### config.mk
export PLATFORM = sky130hd
export DESIGN_NAME = aes_round_sched
export DESIGN_NICKNAME = d
export VERILOG_FILES = /design/src/rtl/aes_round_sched.sv
export SDC_FILE = /design/constraint.sdc
export NUM_CORES = 1
export LEC_CHECK = 0
export CORE_MARGIN = 10
export CORE_UTILIZATION = 40
export CTS_BUF_LIST = sky130_fd_sc_hd__clkbuf_2
export DETAILED_ROUTE_END_ITERATION = 12
export GPL_TIMING_DRIVEN = 0
export PLACE_DENSITY = 0.67
export SLEW_MARGIN = 20
export SYNTH_ARGS = -nofsm -noshare
export SYNTH_HDL_FRONTEND = slang
export SYNTH_SLANG_ARGS = --single-unit
### constraint.sdc
create_clock -name clk -period 5.8 [get_ports clk]
set_clock_uncertainty 0.15 [all_clocks]
set_input_delay 1.16 -clock clk [delete_from_list [all_inputs] [get_ports clk]]
set_output_delay 1.16 -clock clk [all_outputs]
set_load 0.005 [all_outputs]
### src/rtl/aes_round_sched.sv
// -----------------------------------------------------------------------------
// aes_round_sched
//
// Round sequencer for the AES cipher core. Accepts one block-load request at a
// time and steps the shared round datapath through the initial AddRoundKey
// (INIT), NR cipher rounds (ROUND) and the result hand-off (OUT). It drives the
// round counter, the key-expansion round constant, the datapath load enables
// and the INIT mux select.
//
// Parameters
//   NR          number of cipher rounds, 10..14 (default 10)
//
// Ports
//   clk         rising-edge clock
//   rst         asynchronous, active-low reset
//   ld          load request (key and text presented by the host)
//   in_ready    block can be accepted; a load is taken on ld && in_ready
//   abort       synchronous cancel of the block in flight
//   out_ready   downstream accepts the result (used only in hold mode)
//   out_valid   result on the datapath is valid
//   busy        a block is in flight or being held
//   round       current round index, 0 during INIT
//   rcon        round constant for the current round's key-expansion step
//   sel_init    datapath takes text ^ key instead of the round output
//   last_round  current round skips MixColumns
//   state_en    datapath state register load enable
//   kexp_en     key-expansion register load enable
//
// Configuration macro
//   AES_SCHED_OUT_HOLD_EN  when defined, OUT holds out_valid until out_ready;
//                          when undefined, out_valid is a one-cycle pulse and
//                          out_ready is ignored.
// -----------------------------------------------------------------------------
module aes_round_sched #(
  parameter int NR = 10
) (
  input  logic       clk,
  input  logic       rst,
  input  logic       ld,
  output logic       in_ready,
  input  logic       abort,
  input  logic       out_ready,
  output logic       out_valid,
  output logic       busy,
  output logic [3:0] round,
  output logic [7:0] rcon,
  output logic       sel_init,
  output logic       last_round,
  output logic       state_en,
  output logic       kexp_en
);

  localparam logic [3:0] NR_L = 4'(NR);

  typedef enum logic [1:0] {
    S_IDLE  = 2'd0,
    S_INIT  = 2'd1,
    S_ROUND = 2'd2,
    S_OUT   = 2'd3
  } state_t;

  state_t     state_q, state_d;
  logic [3:0] round_q, round_d;
  logic [7:0] rcon_q,  rcon_d;

  logic sel_init_q,   sel_init_d;
  logic last_round_q, last_round_d;
  logic state_en_q,   state_en_d;
  logic kexp_en_q,    kexp_en_d;
  logic out_valid_q,  out_valid_d;
  logic busy_q,       busy_d;

  logic out_exit;

  // GF(2^8) multiply by x, reduction polynomial x^8 + x^4 + x^3 + x + 1.
  function automatic logic [7:0] xtime(input logic [7:0] b);
    return {b[6:0], 1'b0} ^ (b[7] ? 8'h1b : 8'h00);
  endfunction

`ifdef AES_SCHED_OUT_HOLD_EN
  assign out_exit = out_ready;
`else
  logic unused_out_ready;
  assign unused_out_ready = out_ready;
  assign out_exit         = 1'b1;
`endif

  always_comb begin
    state_d = state_q;
    round_d = round_q;
    rcon_d  = rcon_q;

    unique case (state_q)
      S_IDLE: begin
        round_d = 4'd0;
        rcon_d  = 8'h00;
        // abort has priority over a simultaneous load
        if (ld && !abort) state_d = S_INIT;
      end
      S_INIT: begin
        if (abort) begin
          state_d = S_IDLE;
          round_d = 4'd0;
          rcon_d  = 8'h00;
        end else begin
          state_d = S_ROUND;
          round_d = 4'd1;
          rcon_d  = 8'h01;
        end
      end
      S_ROUND: begin
        if (abort) begin
          state_d = S_IDLE;
          round_d = 4'd0;
          rcon_d  = 8'h00;
        end else if (round_q == NR_L) begin
          // round/rcon hold through OUT so the last values stay visible
          state_d = S_OUT;
        end else begin
          round_d = round_q + 4'd1;
          rcon_d  = xtime(rcon_q);
        end
      end
      S_OUT: begin
        if (abort || out_exit) begin
          state_d = S_IDLE;
          round_d = 4'd0;
          rcon_d  = 8'h00;
        end
      end
      default: begin
        state_d = S_IDLE;
        round_d = 4'd0;
        rcon_d  = 8'h00;
      end
    endcase

    // Outputs are registered copies of the next-state decode, so they change
    // only on clock edges and never see ld/abort/out_ready combinationally.
    sel_init_d   = (state_d == S_INIT);
    state_en_d   = (state_d == S_INIT) || (state_d == S_ROUND);
    kexp_en_d    = (state_d == S_ROUND);
    last_round_d = (state_d == S_ROUND) && (round_d == NR_L);
    out_valid_d  = (state_d == S_OUT);
    busy_d       = (state_d != S_IDLE);
  end

  always_ff @(posedge clk or negedge rst) begin
    if (!rst) begin
      state_q      <= S_IDLE;
      round_q      <= 4'd0;
      rcon_q       <= 8'h00;
      sel_init_q   <= 1'b0;
      last_round_q <= 1'b0;
      state_en_q   <= 1'b0;
      kexp_en_q    <= 1'b0;
      out_valid_q  <= 1'b0;
      busy_q       <= 1'b0;
    end else begin
      state_q      <= state_d;
      round_q      <= round_d;
      rcon_q       <= rcon_d;
      sel_init_q   <= sel_init_d;
      last_round_q <= last_round_d;
      state_en_q   <= state_en_d;
      kexp_en_q    <= kexp_en_d;
      out_valid_q  <= out_valid_d;
      busy_q       <= busy_d;
    end
  end

  // in_ready is the only output with a combinational input term (abort);
  // gating with rst keeps it low while reset is asserted.
  assign in_ready   = rst && (state_q == S_IDLE) && !abort;
  assign out_valid  = out_valid_q;
  assign busy       = busy_q;
  assign round      = round_q;
  assign rcon       = rcon_q;
  assign sel_init   = sel_init_q;
  assign last_round = last_round_q;
  assign state_en   = state_en_q;
  assign kexp_en    = kexp_en_q;

endmodule

# After elaboration in Yosys (flattened, before gate mapping)
# Index checks and enable logic that the tools add are counted.
dict set report word_totals {
  register_bits 20
  word_cells 43
}
dict set report op_classes {
  add_sub_neg 1
  eq_ne 9
  n_mux 14
  bitwise 1
  n_reduce_logical 9
}
# operator n
set op_table {}
lappend op_table {{case mux 8 bit (3 select lines)} 1}
lappend op_table {{2-to-1 mux 8 bit} 2}
lappend op_table {{case mux 4 bit (3 select lines)} 1}
lappend op_table {{equality test 2 bit (second input constant)} 4}
lappend op_table {{equality test 4 bit (second input constant)} 2}
lappend op_table {{2-to-1 mux 2 bit} 4}
lappend op_table {{2-to-1 mux 4 bit} 2}
lappend op_table {{case mux 2 bit (4 select lines)} 1}
lappend op_table {{bitwise XOR 8 x 5 -> 8 bit} 1}
lappend op_table {{2-to-1 mux 5 bit} 1}
lappend op_table {{adder 4 x 1 -> 4 bit (second input constant)} 1}
lappend op_table {{equality test 2 x 1 -> 1 bit (second input constant)} 2}
lappend op_table {{logical AND 1 bit} 4}
lappend op_table {{!= test 3 bit (second input constant)} 1}
lappend op_table {{zero test 2 bit} 1}
lappend op_table {{2-to-1 mux 1 bit} 2}
lappend op_table {{nonzero test 2 bit} 1}
lappend op_table {{OR reduction 2 bit} 1}
lappend op_table {{zero test 1 bit} 1}
lappend op_table {{logical OR 1 bit} 1}

# Logic depth before layout (Yosys ltp)
# Gate-level depths: netlist of the first run.
dict set report logic_depth {
  word_depth 6
  ltp_mapped 9
  ltp_nobuf 9
}

# Worst setup path after synthesis of the first run
# No wires, ideal clock.
dict set report synth_path {
  path_kind {input to output}
  start {input port abort}
  end {output port in_ready}
  t_arrival_ns 1.449
  t_required_ns 4.490
  path_slack_ns 3.041
  path_stages 1
  path_buffers 0
  cell_sequence {nor4b_1}
}
dict set report synth_between {
  elab_chain_len 2
}
# item line
set synth_rtl {}
lappend synth_rtl {{start: declaration} 41} ;# input logic abort,
lappend synth_rtl {{zero test 1 bit} 174} ;# assign in_ready = rst && (state_q == S_IDLE) && !abort;
lappend synth_rtl {{logical AND 1 bit} 174}
lappend synth_rtl {{end: declaration} 40} ;# output logic in_ready,
# Every way passes these cells.

# Worst setup path in the final report of the first run
dict set report layout_path {
  start {input port rst}
  end {output port in_ready}
}
dict set report layout_between {
  elab_chain_len 2
}
# item line
set layout_rtl {}
lappend layout_rtl {{start: declaration} 38} ;# input logic rst,
lappend layout_rtl {{logical AND 1 bit (2 in series)} 174}
# Every way passes these cells.

==> results_dict.tcl, run 1 <==
set metrics [dict create \
    status "finished clean" \
    htreeDepth 1 \
    via_count 650 \
    placementRows 17 \
    pre_cts_ws_ns 1.34 \
    p_int_uw 218 \
    ys.warnings.count 0 \
    worst_pin_slew_ns 0.896 \
    power.switching_uw 58.0 \
    final_area_um2 1210 \
    die_x_um 67.6 \
    synth_area_per_cell_um2 11.6 \
    clkLatencyLatePin_ns 0.32 \
    clock-root-buffer "clkbuf_2" \
    fillers 199 \
    fmax_mhz 228 \
    cts_max_path_buffers 2 \
    final_cell_mix "clkdlybuf4s50_1, dfrtp_1, nand2_1" \
    io_pins 24 \
    nNetsFinal 116 \
    end_kind "output port" \
    initial_utilization_pct 41.4 \
    syn_to_final_growth_pct 33.1 \
    layout_commonest_cell "clkdlybuf4s50_1" \
    fin_tns_setup_ns 0 \
    die_area_um2 4570 \
    utilization_pct 55.1 \
    synth_area_um2 907 \
    placed_cells 128 \
    maxSlewViolCount 0 \
    grt_pass1_wl_mm 3.08 \
    hp-start "rcon[4]$_DFFE_PN0P_" \
    cts.sinks 20 \
    diodes 0 \
    final_layout_size_suffix_gt1_share_pct 9.62 \
    crit_type "input pin to output port" \
    final_cells 132 \
    rr_worst_depth 9 \
    cts_tree "done" \
    max_slew_margin_pct 40.1 \
    comb_power_share_pct 9.8 \
    hp-class "flip-flop to flip-flop" \
    gp_congestion 0.727 \
    min_path_cells 2 \
    grt_overflow 0 \
    postPlaceCellArea_um2 1160 \
    seq_area_frac_synth_pct 55.2 \
    rsz0062_at_grt "no" \
    finalWirelength_mm 1.77 \
    timing.rr.end "last_round$_DFF_PN0_" \
    ys_ff_latch 20 \
    finalSetupViolations 0 \
    worstPathMaxFanout 21 \
    peakVddDrop_uv 233 \
    synthCells 78 \
    core_region_area_um2 2190 \
    worst_setup_path_start_kind "input pin" \
    p_leak_nw 0.523 \
    ys_types 28 \
    p_seq_share_pct 53.3 \
    crit_required_ns 4.49 \
    drv_cap 0 \
    reg2reg_setup_slack_ns 3.51 \
    cts.repair.resized 0 \
    drc 0 \
    port_buffers 22 \
    first_pass_iters 4 \
    power_density_nw_per_um2 229 \
    dp_hpwl_mm 1.39 \
    worstHoldEndpoint "rcon[5]$_DFFE_PN0P_" \
    fin_ws_ns 1.41 \
    grtUsageTotal_pct 8.63 \
    postCtsSetupRepairBufs 0 \
    finalCriticalPeriod_ns 4.39 \
    die_y_um 67.6 \
    cts_hold_buf 0 \
    swShare_pct 21.0 \
    grt_max_degree 22 \
    hold_viol_final 0 \
    wire_per_inst_um 13.4 \
    p_clk_share_pct 36.9 \
    drtIter0Drc 26 \
    period_share_pct 75.6 \
    antenna_left 0 \
    vias_per_cell 4.92 \
    worst_ep_arrival_time_ns 3.08 \
    syn_nets 89 \
    cts_buffers 3 \
    clkTransAtPathRegs_ns 0.20 \
    grt_pass1_vias 663 \
    r2r_start "round[0]$_DFF_PN0_" \
    antenna_found_initial 0 \
]
## flip-flops by register name, summed over array words and instances, names as in the netlist
signal / flops
round: 4
state_en: 1
busy: 1
kexp_en: 1
rcon: 8
sel_init: 1
out_valid: 1
state_q: 2
last_round: 1
## metrics by stage
step                      hold WS [ns]  total power [mW]
after floorplan                  0.371             0.161
after global placement           0.381             0.177
after detailed placement         0.397             0.178
after CTS                        0.419             0.280
after global routing             0.441             0.290
final                            0.414             0.276
## cells in the mapped netlist, drive strengths merged
cell type	number	area [µm²]
and2	1	6.26
or3	1	6.26
nand2	11	41.3
nand3b	1	7.51
nand2b	1	6.26
o32ai	1	27.5
inv	3	11.3
mux2	1	11.3
buf	2	8.75
or3b	1	11.3
nor2	8	37.5
or2b	1	7.51
a211oi	3	22.5
nor4b	2	23.8
nor3	1	5.00
dfrtp	20	500
xor2	1	8.76
nand3	1	5.00
a21oi	4	20.0
mux2i	2	20.0
clkbuf	1	3.75
o22ai	1	6.26
a21o	1	7.51
xnor2	3	26.3
ha	6	75.1
## power by group through the flow
stage / registers, mW / logic (mW) / clock network, mW
final: 0.147 / 0.0271 / 0.102
after global routing: 0.148 / 0.0304 / 0.112
after global placement: 0.150 / 0.0276 / 0
after detailed placement: 0.150 / 0.0279 / 0
after floorplan: 0.150 / 0.0108 / 0
after CTS: 0.147 / 0.0281 / 0.105
## per-layer routing
layer / wire (µm) / track usage (%) / up-vias / part of all wire, %
met1: 744 / 9.69 / 319 / 42
met3: 174 / 4.46 / 4 / 9.8
met5: 0 / 0 / - / 0
li1: - / - / 310 / -
met2: 829 / 13.4 / 17 / 47
met4: 23 / 3.85 / 0 / 1.3
## layout make-up
class | instances | area, µm² | share of cell area (%)
Sequential cell | 20 | 500 | 41.5
Multi-Input combinational cell | 52 | 383 | 31.7
Timing Repair Buffer | 22 | 220 | 18.2
Tap cell | 28 | 35.0 | 2.90
Clock inverter | 1 | 30.0 | 2.49
Clock buffer | 3 | 15.0 | 1.24
Buffer | 3 | 12.5 | 1.04
Inverter | 3 | 11.3 | 0.933
## how the worst max path moves through the flow
stage	from	to	slack [ns]
5_1_grt	rst	in_ready	1.20
4_1_cts	rst	in_ready	1.32
3_5_place_dp	rst	in_ready	1.34
3_3_place_gp	rst	in_ready	1.29
2_1_floorplan	abort	in_ready	3.04
6_report	rst	in_ready	1.41
## kinds of logic (layout without fill, tap and decap cells)
kind of cell	after synthesis	count (layout)	share of synthesized area [%]
DFF	20	20	55.2
AOI/OAI and AO/OA	10	10	9.24
muxes	3	3	3.45
xor gates and xnor gates	4	4	3.86
and+or+nand+nor	29	29	17.4
adders and majority gates	6	6	8.28
buffers and inverters	6	32	2.62
## worst max-delay path, stage by stage
cell and delay, ns:
clkdlybuf4s50_1 1.06, nor4b_1 0.30, clkdlybuf4s50_1 0.55
Power figures use the tool's default switching activity.
==> run 2: changes to the inputs <==
Settings changed: PLACE_DENSITY 0.67 to 0.7.
Clock period 5.8 ns to 3.95 ns, I/O delays scaled along.
==> results_dict.tcl, run 2 (synthesis results as in run 1) <==
set metrics [dict create \
    drc 0 \
    fin_tns_setup_ns 0 \
    worst_setup_path_start_kind "input pin" \
    first_pass_iters 3 \
    end_kind "output port" \
    vias_per_cell 4.85 \
    diodes 0 \
    max_slew_margin_pct 40.3 \
    worst_ep_arrival_time_ns 2.75 \
    via_count 640 \
    die_area_um2 4570 \
    crit_path_frequent_cell "clkdlybuf4s50_1" \
    largest_reg_flops 8 \
    finalCriticalPeriod_ns 3.69 \
    layout_commonest_cell "clkdlybuf4s50_1" \
    dp_hpwl_mm 1.37 \
    final_cells 132 \
    slowest_stage "clkdlybuf4s50_1" \
    die_x_um 67.6 \
    period_share_pct 93.5 \
    worstPathMaxFanout 21 \
    reg2reg_setup_slack_ns 1.69 \
    peakVddDrop_uv 221 \
    grtUsageTotal_pct 8.57 \
    antenna_left 0 \
    placementRows 17 \
    port_buffers 22 \
    total_power_uw 339 \
    io_pins 24 \
    grt_overflow 0 \
    crit_path_max_incr_delay_ns 1.06 \
    worst_pin_slew_ns 0.893 \
    initial_utilization_pct 41.4 \
    p_leak_nw 0.511 \
    fmax_mhz 271 \
    postCtsSetupRepairBufs 0 \
    antenna_found_initial 0 \
    rsz0062_at_grt "no" \
    cp.buffers_inverters 2 \
    grt_pass1_wl_mm 3.02 \
    gp_congestion 0.722 \
    status "finished clean" \
    clkTransAtPathRegs_ns 0.17 \
    critical_path.top_delay_family "buffers and inverters" \
    postPlaceCellArea_um2 1160 \
    hold_viol_final 0 \
    drtIter0Drc 29 \
    crit_type "input pin to output port" \
    finalWirelength_mm 1.75 \
    crit_chain "clkdlybuf4s50_1, nor4b_1, clkdlybuf4s50_1" \
    htreeDepth 1 \
    hp-class "flip-flop to flip-flop" \
    grt_pass1_vias 656 \
    maxSlewViolCount 0 \
    cts.repair.resized 0 \
    placed_cells 128 \
    cts_hold_buf 0 \
    cts_tree "done" \
    cts.sinks 20 \
    grt_max_degree 22 \
    core_region_area_um2 2190 \
    finalSetupViolations 0 \
    final_cell_mix "clkdlybuf4s50_1, dfrtp_1, nand2_1" \
    die_y_um 67.6 \
    syn_to_final_growth_pct 30.2 \
    clock-root-buffer "clkbuf_2" \
    final_layout_size_suffix_gt1_share_pct 8.65 \
    power_density_nw_per_um2 287 \
    wire_per_inst_um 13.2 \
    clkLatencyLatePin_ns 0.32 \
    drv_cap 0 \
    final_area_um2 1180 \
    crit_required_ns 3.01 \
    cts_buffers 3 \
    nNetsFinal 116 \
    cts_max_path_buffers 2 \
]
run 2: cell count changes in the layout (fill, tap and decap cells not counted), sizes merged:
cell / before / now
bufinv: 1 / 0
clkinv: 0 / 1
run 2: path summary, 6_finish.rpt:
check	from	end	depth (start not counted)
min in group asynchronous	rst	round[2]$_DFF_PN0_	1
min reg2reg	rcon[5]$_DFFE_PN0P_	rcon[5]$_DFFE_PN0P_	2
max	rst	in_ready	3
max in group asynchronous	rst	round[0]$_DFF_PN0_	1
max reg2reg	round[0]$_DFF_PN0_	last_round$_DFF_PN0_	9
min	rcon[5]$_DFFE_PN0P_	rcon[5]$_DFFE_PN0P_	2
run 2: per-stage QoR:
step           util [%]  hold slack, ns  worst slack, ns
2_1_floorplan         -           0.344             1.93
3_3_place_gp       53.1           0.377            0.216
3_5_place_dp       53.1           0.389            0.179
4_1_cts            53.9           0.416            0.158
5_1_grt            53.9           0.449           0.0328
6_report           53.9           0.412            0.257
run 2: where the power goes:
group	total (mW)	leakage, nW	switching (mW)	internal (mW)
clock	0.0829	0.0140	0.0609	0.0220
combinational	0.0395	0.223	0.0181	0.0214
sequential	0.216	0.274	0.00456	0.212
total	0.339	0.511	0.0836	0.255
run 2: final cells by class:
type	instances	area [µm²]
Clock buffer	3	15.0
Buffer	3	12.5
Clock inverter	1	3.75
Timing Repair Buffer	22	220
Multi-Input combinational cell	52	383
Inverter	3	11.3
Fill cell	203	1010
Sequential cell	20	500
Tap cell	28	35.0
run 2: worst min-delay path, cell delays in order, from the launching register on:
cell     delay [ns]
dfrtp_1        0.43
nand2_1        0.06
a21oi_1        0.05
run 2: metal layers:
metal	GRT usage, %	vias to the layer above	wire length (µm)
li1	-	319	-
met2	13.0	16	819
met3	4.96	5	189
met5	0	-	0
met4	3.85	0	28
met1	9.52	300	710
